$ cat src/rtl/tag_free_list_mp_pkg.sv
// tag_free_list_mp_pkg
//   Shared types and helpers for the multi-port tag free list.
//   - Default configuration constants (tag width, release ports, low-water level).
//   - tag_t / count_t for the default configuration.
//   - prefix_count(): number of set mask bits below a given port index. It is
//     used to place accepted releases at consecutive list slots.
package tag_free_list_mp_pkg;

    localparam int DEF_TAG_BITS  = 3;
    localparam int DEF_NUM_REL   = 2;
    localparam int DEF_LOW_WATER = 2;

    // Widest release mask the helper understands.
    localparam int MAX_REL = 4;

    // A count runs 0..N, so it needs one bit more than a tag.
    localparam int DEF_CNT_BITS = DEF_TAG_BITS + 1;

    typedef logic [DEF_TAG_BITS-1:0] tag_t;
    typedef logic [DEF_CNT_BITS-1:0] count_t;

    // Count of set bits in mask[k-1:0]. prefix_count(mask, MAX_REL) is the
    // total number of set bits.
    function automatic int unsigned prefix_count(input logic [MAX_REL-1:0] mask,
                                                 input int unsigned k);
        int unsigned cnt;
        cnt = 0;
        for (int unsigned i = 0; i < MAX_REL; i++) begin
            if ((i < k) && mask[i]) begin
                cnt = cnt + 1;
            end
        end
        return cnt;
    endfunction

endpackage

$ cat src/rtl/tag_free_list_mp_if.sv
// tag_free_list_mp_if
//   Bundle between the tag consumers/producers (master) and the free list
//   (slave).
//   master drives : enable, flush, alloc_req, rel_valid, rel_tag
//   slave drives  : alloc_valid, alloc_tag, free_count, low_water, err_double_free
//
// Handshake: alloc_valid is the offer and alloc_req the take; a tag transfers
// in every cycle where enable && alloc_valid && alloc_req, and the tag moved is
// the alloc_tag shown in that same cycle. Releases have no back-pressure: each
// rel_valid[k] is a one-cycle strobe, either accepted or dropped with
// err_double_free raised in the following cycle.
interface tag_free_list_mp_if
    import tag_free_list_mp_pkg::*;
#(
    parameter int TAG_BITS = DEF_TAG_BITS,
    parameter int NUM_REL  = DEF_NUM_REL
) ();

    logic                        enable;
    logic                        flush;
    logic                        alloc_req;
    logic                        alloc_valid;
    logic [TAG_BITS-1:0]         alloc_tag;
    logic [NUM_REL-1:0]          rel_valid;
    logic [NUM_REL*TAG_BITS-1:0] rel_tag;
    logic [TAG_BITS:0]           free_count;
    logic                        low_water;
    logic                        err_double_free;

    modport master (
        output enable, flush, alloc_req, rel_valid, rel_tag,
        input  alloc_valid, alloc_tag, free_count, low_water, err_double_free
    );

    modport slave (
        input  enable, flush, alloc_req, rel_valid, rel_tag,
        output alloc_valid, alloc_tag, free_count, low_water, err_double_free
    );

endinterface

$ cat src/rtl/tag_free_list_mp_tag_release_arbiter.sv
// tag_release_arbiter
//   Combinational accept logic for the release ports.
//   Inputs : enable, rel_valid[NUM_REL], rel_tag (port k at [k*TAG_BITS +: TAG_BITS]),
//            in_list bitmap (bit t set = tag t currently free)
//   Outputs: accept[NUM_REL]    port k release is taken this cycle
//            offset             per-port slot offset from tail (same packing as rel_tag)
//            accept_count       number of accepted releases
//            reject_any         some valid release was dropped
module tag_release_arbiter
    import tag_free_list_mp_pkg::*;
#(
    parameter int TAG_BITS = DEF_TAG_BITS,
    parameter int NUM_REL  = DEF_NUM_REL
) (
    input  logic                        enable,
    input  logic [NUM_REL-1:0]          rel_valid,
    input  logic [NUM_REL*TAG_BITS-1:0] rel_tag,
    input  logic [(1<<TAG_BITS)-1:0]    in_list,
    output logic [NUM_REL-1:0]          accept,
    output logic [NUM_REL*TAG_BITS-1:0] offset,
    output logic [TAG_BITS:0]           accept_count,
    output logic                        reject_any
);

    logic [MAX_REL-1:0] mask_ext;

    // Port order matters: a tag offered on two ports is taken by the lower
    // one only, so the bitmap never gets the same tag inserted twice.
    always_comb begin
        accept     = '0;
        reject_any = 1'b0;
        for (int k = 0; k < NUM_REL; k++) begin
            logic ok;
            ok = enable && rel_valid[k] && !in_list[rel_tag[k*TAG_BITS +: TAG_BITS]];
            for (int j = 0; j < k; j++) begin
                if (accept[j] &&
                    (rel_tag[j*TAG_BITS +: TAG_BITS] == rel_tag[k*TAG_BITS +: TAG_BITS])) begin
                    ok = 1'b0;
                end
            end
            accept[k] = ok;
            if (enable && rel_valid[k] && !ok) begin
                reject_any = 1'b1;
            end
        end
    end

    assign mask_ext = MAX_REL'(accept);

    always_comb begin
        offset = '0;
        for (int unsigned k = 0; k < NUM_REL; k++) begin
            offset[k*TAG_BITS +: TAG_BITS] = TAG_BITS'(prefix_count(mask_ext, k));
        end
        accept_count = (TAG_BITS+1)'(prefix_count(mask_ext, MAX_REL));
    end

endmodule

$ cat src/rtl/tag_free_list_mp.sv
// tag_free_list_mp
//   Circular FIFO of free cache tags with one allocate port and NUM_REL
//   release ports, a membership bitmap that rejects double-frees, an exact
//   free count, a registered low-water flag and a synchronous flush.
//   Ports:
//     clk, reset  clock and synchronous active-high reset
//     bus         tag_free_list_mp_if.slave (enable, flush, alloc_req,
//                 alloc_valid, alloc_tag, rel_valid, rel_tag, free_count,
//                 low_water, err_double_free)
module tag_free_list_mp
    import tag_free_list_mp_pkg::*;
#(
    parameter int TAG_BITS  = DEF_TAG_BITS,
    parameter int NUM_REL   = DEF_NUM_REL,
    parameter int LOW_WATER = DEF_LOW_WATER
) (
    input logic               clk,
    input logic               reset,
    tag_free_list_mp_if.slave bus
);

    localparam int N        = 1 << TAG_BITS;
    localparam int CNT_BITS = TAG_BITS + 1;

    logic [TAG_BITS-1:0] list_q [N];
    logic [N-1:0]        in_list_q;
    logic [TAG_BITS-1:0] head_q;
    logic [TAG_BITS-1:0] tail_q;
    logic [CNT_BITS-1:0] free_count_q;
    logic                low_water_q;
    logic                err_q;

    logic                        alloc_fire;
    logic [NUM_REL-1:0]          rel_accept;
    logic [NUM_REL*TAG_BITS-1:0] rel_offset;
    logic [CNT_BITS-1:0]         rel_count;
    logic                        rel_reject;
    logic [TAG_BITS-1:0]         wr_idx [NUM_REL];
    logic [CNT_BITS-1:0]         count_next;

    tag_release_arbiter #(
        .TAG_BITS (TAG_BITS),
        .NUM_REL  (NUM_REL)
    ) u_arb (
        .enable       (bus.enable),
        .rel_valid    (bus.rel_valid),
        .rel_tag      (bus.rel_tag),
        .in_list      (in_list_q),
        .accept       (rel_accept),
        .offset       (rel_offset),
        .accept_count (rel_count),
        .reject_any   (rel_reject)
    );

    assign alloc_fire = bus.enable && bus.alloc_req && (free_count_q != '0);

    // Slot for each release; the TAG_BITS-wide sum wraps round the ring.
    always_comb begin
        for (int k = 0; k < NUM_REL; k++) begin
            wr_idx[k] = tail_q + rel_offset[k*TAG_BITS +: TAG_BITS];
        end
    end

    // The bitmap keeps the result inside 0..N, so no saturation is needed.
    assign count_next = free_count_q - CNT_BITS'(alloc_fire) + rel_count;

    always_ff @(posedge clk) begin
        if (reset || bus.flush) begin
            for (int i = 0; i < N; i++) begin
                list_q[i] <= TAG_BITS'(i);
            end
            in_list_q    <= '1;
            head_q       <= '0;
            tail_q       <= '0;
            free_count_q <= CNT_BITS'(N);
            low_water_q  <= (N <= LOW_WATER);
            err_q        <= 1'b0;
        end else if (bus.enable) begin
            // A tag allocated this cycle still reads as free in the bitmap,
            // so it can never also be an accepted release; clear then set
            // cannot collide on the same bit.
            if (alloc_fire) begin
                in_list_q[list_q[head_q]] <= 1'b0;
                head_q                    <= head_q + 1'b1;
            end
            for (int k = 0; k < NUM_REL; k++) begin
                if (rel_accept[k]) begin
                    list_q[wr_idx[k]]                            <= bus.rel_tag[k*TAG_BITS +: TAG_BITS];
                    in_list_q[bus.rel_tag[k*TAG_BITS +: TAG_BITS]] <= 1'b1;
                end
            end
            tail_q       <= tail_q + TAG_BITS'(rel_count);
            free_count_q <= count_next;
            low_water_q  <= (count_next <= CNT_BITS'(LOW_WATER));
            err_q        <= rel_reject;
        end
    end

    assign bus.alloc_valid     = (free_count_q != '0);
    assign bus.alloc_tag       = list_q[head_q];
    assign bus.free_count      = free_count_q;
    assign bus.low_water       = low_water_q;
    assign bus.err_double_free = err_q;

endmodule

$ cat src/flat_wrapper.sv
// flat-port wrapper written by rule: the top's interface ports become plain ports
module tag_free_list_mp_flat import tag_free_list_mp_pkg::*;
#(
    parameter int TAG_BITS  = DEF_TAG_BITS,
    parameter int NUM_REL   = DEF_NUM_REL,
    parameter int LOW_WATER = DEF_LOW_WATER
)
  (clk, reset, bus_enable, bus_flush, bus_alloc_req, bus_rel_valid, bus_rel_tag, bus_alloc_valid, bus_alloc_tag, bus_free_count, bus_low_water, bus_err_double_free);
  tag_free_list_mp_if #(.TAG_BITS(TAG_BITS), .NUM_REL(NUM_REL)) bus_i ();
  input logic clk;
  input logic reset;
  input wire logic [$bits(bus_i.enable)-1:0] bus_enable;
  input wire logic [$bits(bus_i.flush)-1:0] bus_flush;
  input wire logic [$bits(bus_i.alloc_req)-1:0] bus_alloc_req;
  input wire logic [$bits(bus_i.rel_valid)-1:0] bus_rel_valid;
  input wire logic [$bits(bus_i.rel_tag)-1:0] bus_rel_tag;
  output wire logic [$bits(bus_i.alloc_valid)-1:0] bus_alloc_valid;
  output wire logic [$bits(bus_i.alloc_tag)-1:0] bus_alloc_tag;
  output wire logic [$bits(bus_i.free_count)-1:0] bus_free_count;
  output wire logic [$bits(bus_i.low_water)-1:0] bus_low_water;
  output wire logic [$bits(bus_i.err_double_free)-1:0] bus_err_double_free;
  assign bus_i.enable = bus_enable;
  assign bus_i.flush = bus_flush;
  assign bus_i.alloc_req = bus_alloc_req;
  assign bus_i.rel_valid = bus_rel_valid;
  assign bus_i.rel_tag = bus_rel_tag;
  assign bus_alloc_valid = bus_i.alloc_valid;
  assign bus_alloc_tag = bus_i.alloc_tag;
  assign bus_free_count = bus_i.free_count;
  assign bus_low_water = bus_i.low_water;
  assign bus_err_double_free = bus_i.err_double_free;
  tag_free_list_mp #(.TAG_BITS(TAG_BITS), .NUM_REL(NUM_REL), .LOW_WATER(LOW_WATER)) u_core (.clk(clk), .reset(reset), .bus(bus_i));
endmodule
$ cat config.mk
export PLATFORM = sky130hd
export DESIGN_NAME = tag_free_list_mp_flat
export DESIGN_NICKNAME = d
export VERILOG_FILES = /design/src/rtl/tag_free_list_mp_pkg.sv /design/src/rtl/tag_free_list_mp_if.sv /design/src/rtl/tag_free_list_mp_tag_release_arbiter.sv /design/src/rtl/tag_free_list_mp.sv /design/src/flat_wrapper.sv
export SDC_FILE = /design/constraint.sdc
export NUM_CORES = 1
export LEC_CHECK = 0
export BUFFER_PORTS_ARGS = -buffer_cell sky130_fd_sc_hd__buf_2
export CORE_MARGIN = 1.5
export CORE_UTILIZATION = 40
export CTS_BUF_LIST = sky130_fd_sc_hd__clkbuf_4 sky130_fd_sc_hd__clkbuf_8
export CTS_CLUSTER_DIAMETER = 60
export DETAILED_ROUTE_END_ITERATION = 12
export HOLD_SLACK_MARGIN = 0.05
export MAX_ROUTING_LAYER = met4
export SLEW_MARGIN = 20
export SYNTH_ARGS = -nofsm -noshare
export SYNTH_HDL_FRONTEND = slang
export SYNTH_SLANG_ARGS = --single-unit
export TNS_END_PERCENT = 30
$ cat constraint.sdc
create_clock -name clk -period 3.7 [get_ports clk]
set_input_delay 0.555 -clock clk [delete_from_list [all_inputs] [get_ports clk]]
set_output_delay 0.555 -clock clk [all_outputs]
set_load 0.005 [all_outputs]
==> results of run 1 <==
## sequential cells by signal (all words and copies together), names as in the netlist, named ones only
name,count
u_core.bus.err_double_free,1
u_core.tail_q,3
u_core.bus.free_count,4
u_core.head_q,3
u_core.bus.low_water,1
u_core.in_list_q,8
u_core.list_q,24
## cells in the final DEF (no fill, tap or decap), types with 11 or more instances in the layout
master | Yosys | layout
buf_2 | 3 | 22
buf_4 | 1 | 14
inv_1 | 17 | 16
o21ai_0 | 11 | 11
nand2_1 | 26 | 26
nand3_1 | 24 | 24
and3_1 | 13 | 13
nor2_1 | 25 | 25
edfxtp_1 | 24 | 24
mux2_2 | 22 | 22
dfxtp_1 | 23 | 23
mux2i_1 | 11 | 11
## stage by stage
stage | setup slack, ns | area [sq um] | utilization [%] | instances | setup TNS (ns)
final | 0.343 | 3510 | 46.0 | 456 | 0
after global routing | 0.197 | 3510 | 46.0 | 456 | 0
after CTS | 0.318 | 3510 | 46.0 | 456 | 0
after detailed placement | 0.00434 | 3420 | 44.7 | 448 | 0
after global placement | 0.0196 | 3420 | 44.7 | 448 | 0
after floorplan | -0.0226 | 3170 | - | 331 | -0.0226
## report_power, final
part / total, W / switching, W / leakage [nW] / internal, W
logic: 0.000165 / 0.0000995 / 0.852 / 0.0000653
registers: 0.000565 / 0.00000791 / 0.409 / 0.000557
clock network: 0.000335 / 0.000182 / 0.0474 / 0.000153
total: 0.00106 / 0.000289 / 1.31 / 0.000775
## path summary, 6_finish.rpt
check	slack [ns]	startpoint	to
max	0.34	bus_rel_tag[0]	u_core.bus.low_water$_SDFFE_PP0P_
min reg2reg	0.51	u_core.bus.free_count[1]$_SDFFE_PP0P_	u_core.bus.free_count[1]$_SDFFE_PP0P_
min	0.51	u_core.bus.free_count[1]$_SDFFE_PP0P_	u_core.bus.free_count[1]$_SDFFE_PP0P_
max reg2reg	0.43	u_core.in_list_q[3]$_SDFFE_PP1P_	u_core.bus.low_water$_SDFFE_PP0P_
## kinds of logic after synthesis
family                   after synthesis
AO/OA/AOI/OAI                         47
XOR/XNOR                               8
adder cells (fa/ha/maj)               13
buffers and inverters                 38
flip-flops                            47
multiplexers                          42
AND/OR/NAND/NOR                      136
## layer usage
layer  share of wire, %  GRT usage [%]
met1                 47           25.7
met2                 47           31.6
met3                4.9           2.43
met4                1.1           6.51
met5                  0              -
## worst min-delay path, cell delays in order (launching register included)
cell	delay [ns]
dfxtp_1	0.34
nor2_1	0.09
a211oi_1	0.04
## layout make-up
| cell class | instances | area (sq um) | share of cell area [%] |
|---|---|---|---|
| clock inverter | 2 | 16.3 | 0.463 |
| sequential | 47 | 1180 | 33.6 |
| tap | 102 | 128 | 3.63 |
| multi-input combinational | 246 | 1830 | 52.0 |
| timing repair buffer | 36 | 215 | 6.12 |
| clock buffer | 6 | 82.6 | 2.35 |
| inverter | 17 | 63.8 | 1.82 |
==> parameters.txt, run 1 <==
Parameter                              Value

Status
  Result of the run ... finished clean

Critical path
  Cell with the largest stage delay on the worst path ... fa_1
  Cells along the critical path ... buf_2, mux2_4, a222oi_1, buf_4, a31oi_2, nor2b_1, and3_1, ha_1, ha_1, inv_1, fa_1, inv_1, a21oi_1, nand2_1, o2bb2ai_1, and2_1
  Path type of the worst setup path ... input port to register
  Number of cells on the critical path ... 16
  Required time reported for the critical path endpoint ... 3.95 ns
  R2R cell count ... 15
  Largest delay share family, worst path ... adder cells
  Critical path capture point type ... register
  Critical path startpoint category ... input port
  Buffers and inverters on the worst path ... 4
  Arrival time of data at the critical path endpoint ... 3.61 ns
  Worst-path maximum fanout ... 7
  Critical path's largest stage delay ... 0.50 ns

Route
  Count of unresolved DRC violations after routing ... 0
  Post-DR vias/cell ... 5.61
  Count of nets left with antenna violations after detail routing ... 0
  Number of search-and-repair iterations in the first detailed-routing pass ... 4
  Initial drt markers ... 169
  Routed wirelength normalized by instance count ... 17.1 um
  Total number of vias ... 2557
  Drt total wl ... 7.79 mm

Floorplanning
  Placeable core area ... 0.00765 sq mm
  I/O pin cnt ... 23
  Number of standard-cell rows in the floorplan ... 32
  Starting Density ... 41.1%
  Overall die area ... 0.00839 sq mm
  Floorplan die width ... 91.6 um
  Die H ... 91.6 um

Cells and area
  Proportion of layout cells with a drive suffix above 1 ... 23.7%
  Area added between synthesis and finish ... 11.9%
  Ant diodes ... 0
  Net count reported at finish ... 379
  FILL cells ... 749

Clock network
  CTS clock-pin slew for the worst setup and hold paths ... 0.09 ns
  Clk Latency, worst-skew pair ... 0.30 ns
  Number of H-tree levels ... 2
  CTS resizes ... 0
  CTS tree ... yes
  Root Driver ... clkbuf_8
  Total CTS buffers ... 5
  Number of sinks driven by the clock tree ... 47
  Hold bufs inserted after CTS ... 0
  Setup fix buffers added after clock tree synthesis ... 0
  Maximum count of clock buffers along a single path ... 2

STA
  Fmax ... 298 MHz
  Time the worst path needs with I/O delays and setup ... 3.36 ns
  Hold Slack ... 0.510 ns
  Unrepaired setup endpoints after global routing ... false
  Relative slew slack ... 41.6%
  Worst Tran Pin Value ... 0.869 ns
  Final Hold Violating Endpoints ... 0
  Setup violators final ... 0
  Max-slew violation count ... 0
  Tcrit/Tclk final ... 90.7%
  Final setup skew ... 0.00355 ns

Yosys
  Mean instance size in the synthesized netlist ... 9.49 sq um
  Number of distinct library cells after synthesis ... 56
  Yosys reg bits ... 47
  Number of warnings issued by yosys ... 0
  Largest cells by area after synthesis ... edfxtp_1, dfxtp_1, mux2_2
  Mapped cell area ... 0.00314 sq mm
  Top_reg_cell synth ... edfxtp_1
  Top cell type's share of synthesized area ... 22.9%
  Asr flop ratio synth ... 0%
  Compound-Gate Fraction of Synth Area ... 10.2%
  Net count of the mapped netlist ... 357
  Main combinational cell family by area after synthesis ... simple AND/OR/NAND/NOR gates
  Most used standard cell by instance count after synthesis ... nand2_1
  Post-synthesis adder-cell area fraction ... 5.66%
  Largest area contributor in the synthesized netlist ... edfxtp_1
  Top cells by count, synth ... nand2_1, nor2_1, edfxtp_1, nand3_1, dfxtp_1
  Post-synthesis share of cell area spent on and, or, nand and nor gates ... 22.7%
  Post-synth EDFFs ... 24
  XOR/XNOR Fraction of Synth Area ... 2.23%
  Seq/Total Area, Yosys ... 37.6%
  Multiplexer share of the synthesized area ... 16.8%
  Cell count after synthesis ... 331

Global routing
  Via count of the first global-routing pass ... 2469
  Total global routing overflow ... 0
  Global-route wire length before repair ... 12.6 mm
  Total Routing Usage GR ... 19.6%
  Pin count of the biggest net entering global routing ... 21
  Initial antenna violation count ... 0

Power and ir drop
  Pleak ... 1.31 nW
  Total power ... 0.00106 W
  Cell Pwr Density ... 303 mW/mm^2
  Peak supply drop ... 136 uV

Min path
  Worst min path class ... register to register
  Hold Path Cell Cnt ... 2

Placement
  I/O Buffers ... 22
  HPWL Detailed ... 5.79 mm
  Final estimated routing congestion in global placement ... 0.899

Job
  Maximum capacitance violations ... 0
(Power assumes the default switching activity.)
==> run 2, diff against run 1 <==
==> constraint.sdc (replaced) <==
create_clock -name clk -period 3.7 [get_ports clk]
set_input_delay 0.74 -clock clk [delete_from_list [all_inputs] [get_ports clk]]
set_output_delay 0.74 -clock clk [all_outputs]
set_load 0.005 [all_outputs]
==> run 2 against run 1 <==
Compared with the run above: power grew 0.68%; final cell count rose by 3.3%; register-to-register slack improved by 0.05 ns; count of clock-buffer cells in the layout down 1; cell area grew 3.7%; worst setup slack lost 0.12 ns; critical path type unchanged; largest power group unchanged; first-iteration DRC count fell by 0.59%; critical endpoint unchanged.
==> parameters.txt, run 2 (synthesis results as in run 1) <==
Parameter                              Value

Cells and area
  Count of placed standard cells in the final layout, fillers left out ... 471 (was 456)
  Most common cell after layout, fill and taps aside ... buf_4 (was nand2_1)
  Net count reported at finish ... 394 (was 379)
  Most frequent cells in the layout ... buf_4, nand2_1, nor2_1, nand3_1, edfxtp_1 (was nand2_1, nor2_1, nand3_1, edfxtp_1, dfxtp_1)
  Max reg flops ... 24 (unchanged)
  Proportion of layout cells with a drive suffix above 1 ... 27.6% (was 23.7%)
  Ant diodes ... 0 (unchanged)
  Area added between synthesis and finish ... 16.1% (was 11.9%)
  Register name with the most flops ... u_core.list_q (unchanged)

Status
  Result of the run ... finished clean (unchanged)

STA
  Worst Tran Pin Value ... 0.506 ns (was 0.869 ns)
  Time the worst path needs with I/O delays and setup ... 3.47 ns (was 3.36 ns)
  Relative slew slack ... 66.0% (was 41.6%)
  Final setup skew ... 0.0102 ns (was 0.00355 ns)
  Max-slew violation count ... 0 (unchanged)
  Tcrit/Tclk final ... 93.9% (was 90.7%)
  Fmax ... 288 MHz (was 298 MHz)
  Unrepaired setup endpoints after global routing ... false (unchanged)
  Final Hold Violating Endpoints ... 0 (unchanged)
  Setup violators final ... 0 (unchanged)
  Sum of negative setup slack ... 0 ns (unchanged)

Floorplanning
  Starting Density ... 41.1% (unchanged)
  Placeable core area ... 0.00765 sq mm (unchanged)
  Number of standard-cell rows in the floorplan ... 32 (unchanged)
  I/O pin cnt ... 23 (unchanged)
  Overall die area ... 0.00839 sq mm (unchanged)
  Floorplan die width ... 91.6 um (unchanged)
  Die H ... 91.6 um (unchanged)

Clock network
  CTS clock-pin slew for the worst setup and hold paths ... 0.10 ns (was 0.09 ns)
  Maximum count of clock buffers along a single path ... 2 (unchanged)
  Root Driver ... clkbuf_8 (unchanged)
  CTS resizes ... 0 (unchanged)
  Setup fix buffers added after clock tree synthesis ... 0 (unchanged)
  Clk Latency, worst-skew pair ... 0.31 ns (was 0.30 ns)
  CTS tree ... yes (unchanged)
  Number of sinks driven by the clock tree ... 47 (unchanged)
  Number of H-tree levels ... 2 (unchanged)
  Hold bufs inserted after CTS ... 0 (unchanged)
  Total CTS buffers ... 5 (unchanged)

Placement
  I/O Buffers ... 22 (unchanged)
  HPWL Detailed ... 6.06 mm (was 5.79 mm)
  Total instance count after detailed placement ... 463 (was 448)
  Final estimated routing congestion in global placement ... 0.892 (was 0.899)

Job
  Maximum capacitance violations ... 0 (unchanged)

Global routing
  Total Routing Usage GR ... 21.0% (was 19.6%)
  Total global routing overflow ... 0 (unchanged)
  Global-route wire length before repair ... 13.3 mm (was 12.6 mm)
  Via count of the first global-routing pass ... 2568 (was 2469)
  Initial antenna violation count ... 0 (unchanged)
  Pin count of the biggest net entering global routing ... 21 (unchanged)

Critical path
  Critical path's largest stage delay ... 0.50 ns (about the same)
  Most Frequent Cell on Critical Path ... inv_1
  Cells along the critical path ... buf_2, mux2_4, a222oi_1, buf_4, a31oi_4, nor2b_1, and3_1, ha_2, ha_1, inv_1, fa_1, inv_1, a21oi_1, nand2_1, o2bb2ai_1, and2_1 (was buf_2, mux2_4, a222oi_1, buf_4, a31oi_2, nor2b_1, and3_1, ha_1, ha_1, inv_1, fa_1, inv_1, a21oi_1, nand2_1, o2bb2ai_1, and2_1)
  Cell with the largest stage delay on the worst path ... fa_1 (unchanged)
  Required time reported for the critical path endpoint ... 3.96 ns (was 3.95 ns)
  Arrival time of data at the critical path endpoint ... 3.74 ns (was 3.61 ns)
  Critical path startpoint category ... input port (unchanged)
  Path type of the worst setup path ... input port to register (unchanged)
  Critical path capture point type ... register (unchanged)
  Worst-path maximum fanout ... 7 (unchanged)

Route
  Met2 wire length ... 3.89 mm (was 3.67 mm)
  Post-DR vias/cell ... 5.63 (was 5.61)
  Post-route met1 wirelength ... 3.65 mm (about the same)
  Number of search-and-repair iterations in the first detailed-routing pass ... 5 (was 4)
  Routed wirelength normalized by instance count ... 17.2 um (was 17.1 um)
  Routed length on met3 ... 461 um (was 385 um)
  Initial drt markers ... 168 (was 169)
  Top metal layer carrying routed signals ... met4 (unchanged)
  Count of nets left with antenna violations after detail routing ... 0 (unchanged)
  Count of unresolved DRC violations after routing ... 0 (unchanged)
  Drt total wl ... 8.11 mm (was 7.79 mm)
  Total number of vias ... 2650 (was 2557)

Power and ir drop
  Cell Pwr Density ... 294 mW/mm^2 (was 303 mW/mm^2)
  Peak supply drop ... 125 uV (was 136 uV)
  Pleak ... 1.37 nW (was 1.31 nW)

Min path
  Worst min path class ... register to register (unchanged)
run 2: routing by layer:
metal,vias up,global-route usage (%)
met2,97,33.6
met4,0,5.08
met5,-,-
li1,1293,-
met1,1250,28.1
met3,10,2.85
run 2: final timing paths:
check / startpoint / to / slack (ns) / cells past startpoint
max: bus_rel_tag[0] / u_core.bus.low_water$_SDFFE_PP0P_ / 0.23 / 16
min: u_core.bus.free_count[3]$_SDFFE_PP1P_ / u_core.bus.free_count[3]$_SDFFE_PP1P_ / 0.51 / 2
max reg2reg: u_core.in_list_q[1]$_SDFFE_PP1P_ / u_core.bus.low_water$_SDFFE_PP0P_ / 0.48 / 15
min reg2reg: u_core.bus.free_count[3]$_SDFFE_PP1P_ / u_core.bus.free_count[3]$_SDFFE_PP1P_ / 0.51 / 2
run 2: area by class of cell:
class	count	area, sq um
clock inverter	3	23.8
tap	102	128
inverter	17	63.8
timing repair buffer	51	328
sequential	47	1180
multi-input combinational	246	1850
fill	706	4000
clock buffer	5	68.8
run 2: where the power goes:
group,leakage (nW),switching [W],internal (W)
logic,0.924,0.000104,0.0000768
clock network,0.0408,0.000190,0.000135
registers,0.409,0.00000802,0.000557
total,1.37,0.000303,0.000769
run 2: stage by stage:
stage          hold slack (ns)  util, %  area, sq um  setup slack [ns]  power (W)
2_1_floorplan            0.468        -         3200            -0.206   0.000689
3_3_place_gp             0.489     46.4         3550          -0.00185   0.000756
3_5_place_dp             0.496     46.4         3550           -0.0973   0.000757
4_1_cts                  0.517     47.7         3640             0.215    0.00108
5_1_grt                  0.564     47.7         3640            0.0715    0.00112
6_report                 0.510     47.7         3640             0.226    0.00107
run 2: critical path, delay by kind of cell:
kind | cells | cell delay [ns]
and+or+nand+nor | 4 | 0.54
muxes | 1 | 0.31
AOI/OAI and AO/OA | 4 | 0.65
buffers and inverters | 4 | 0.49
adders and majority gates | 3 | 0.99
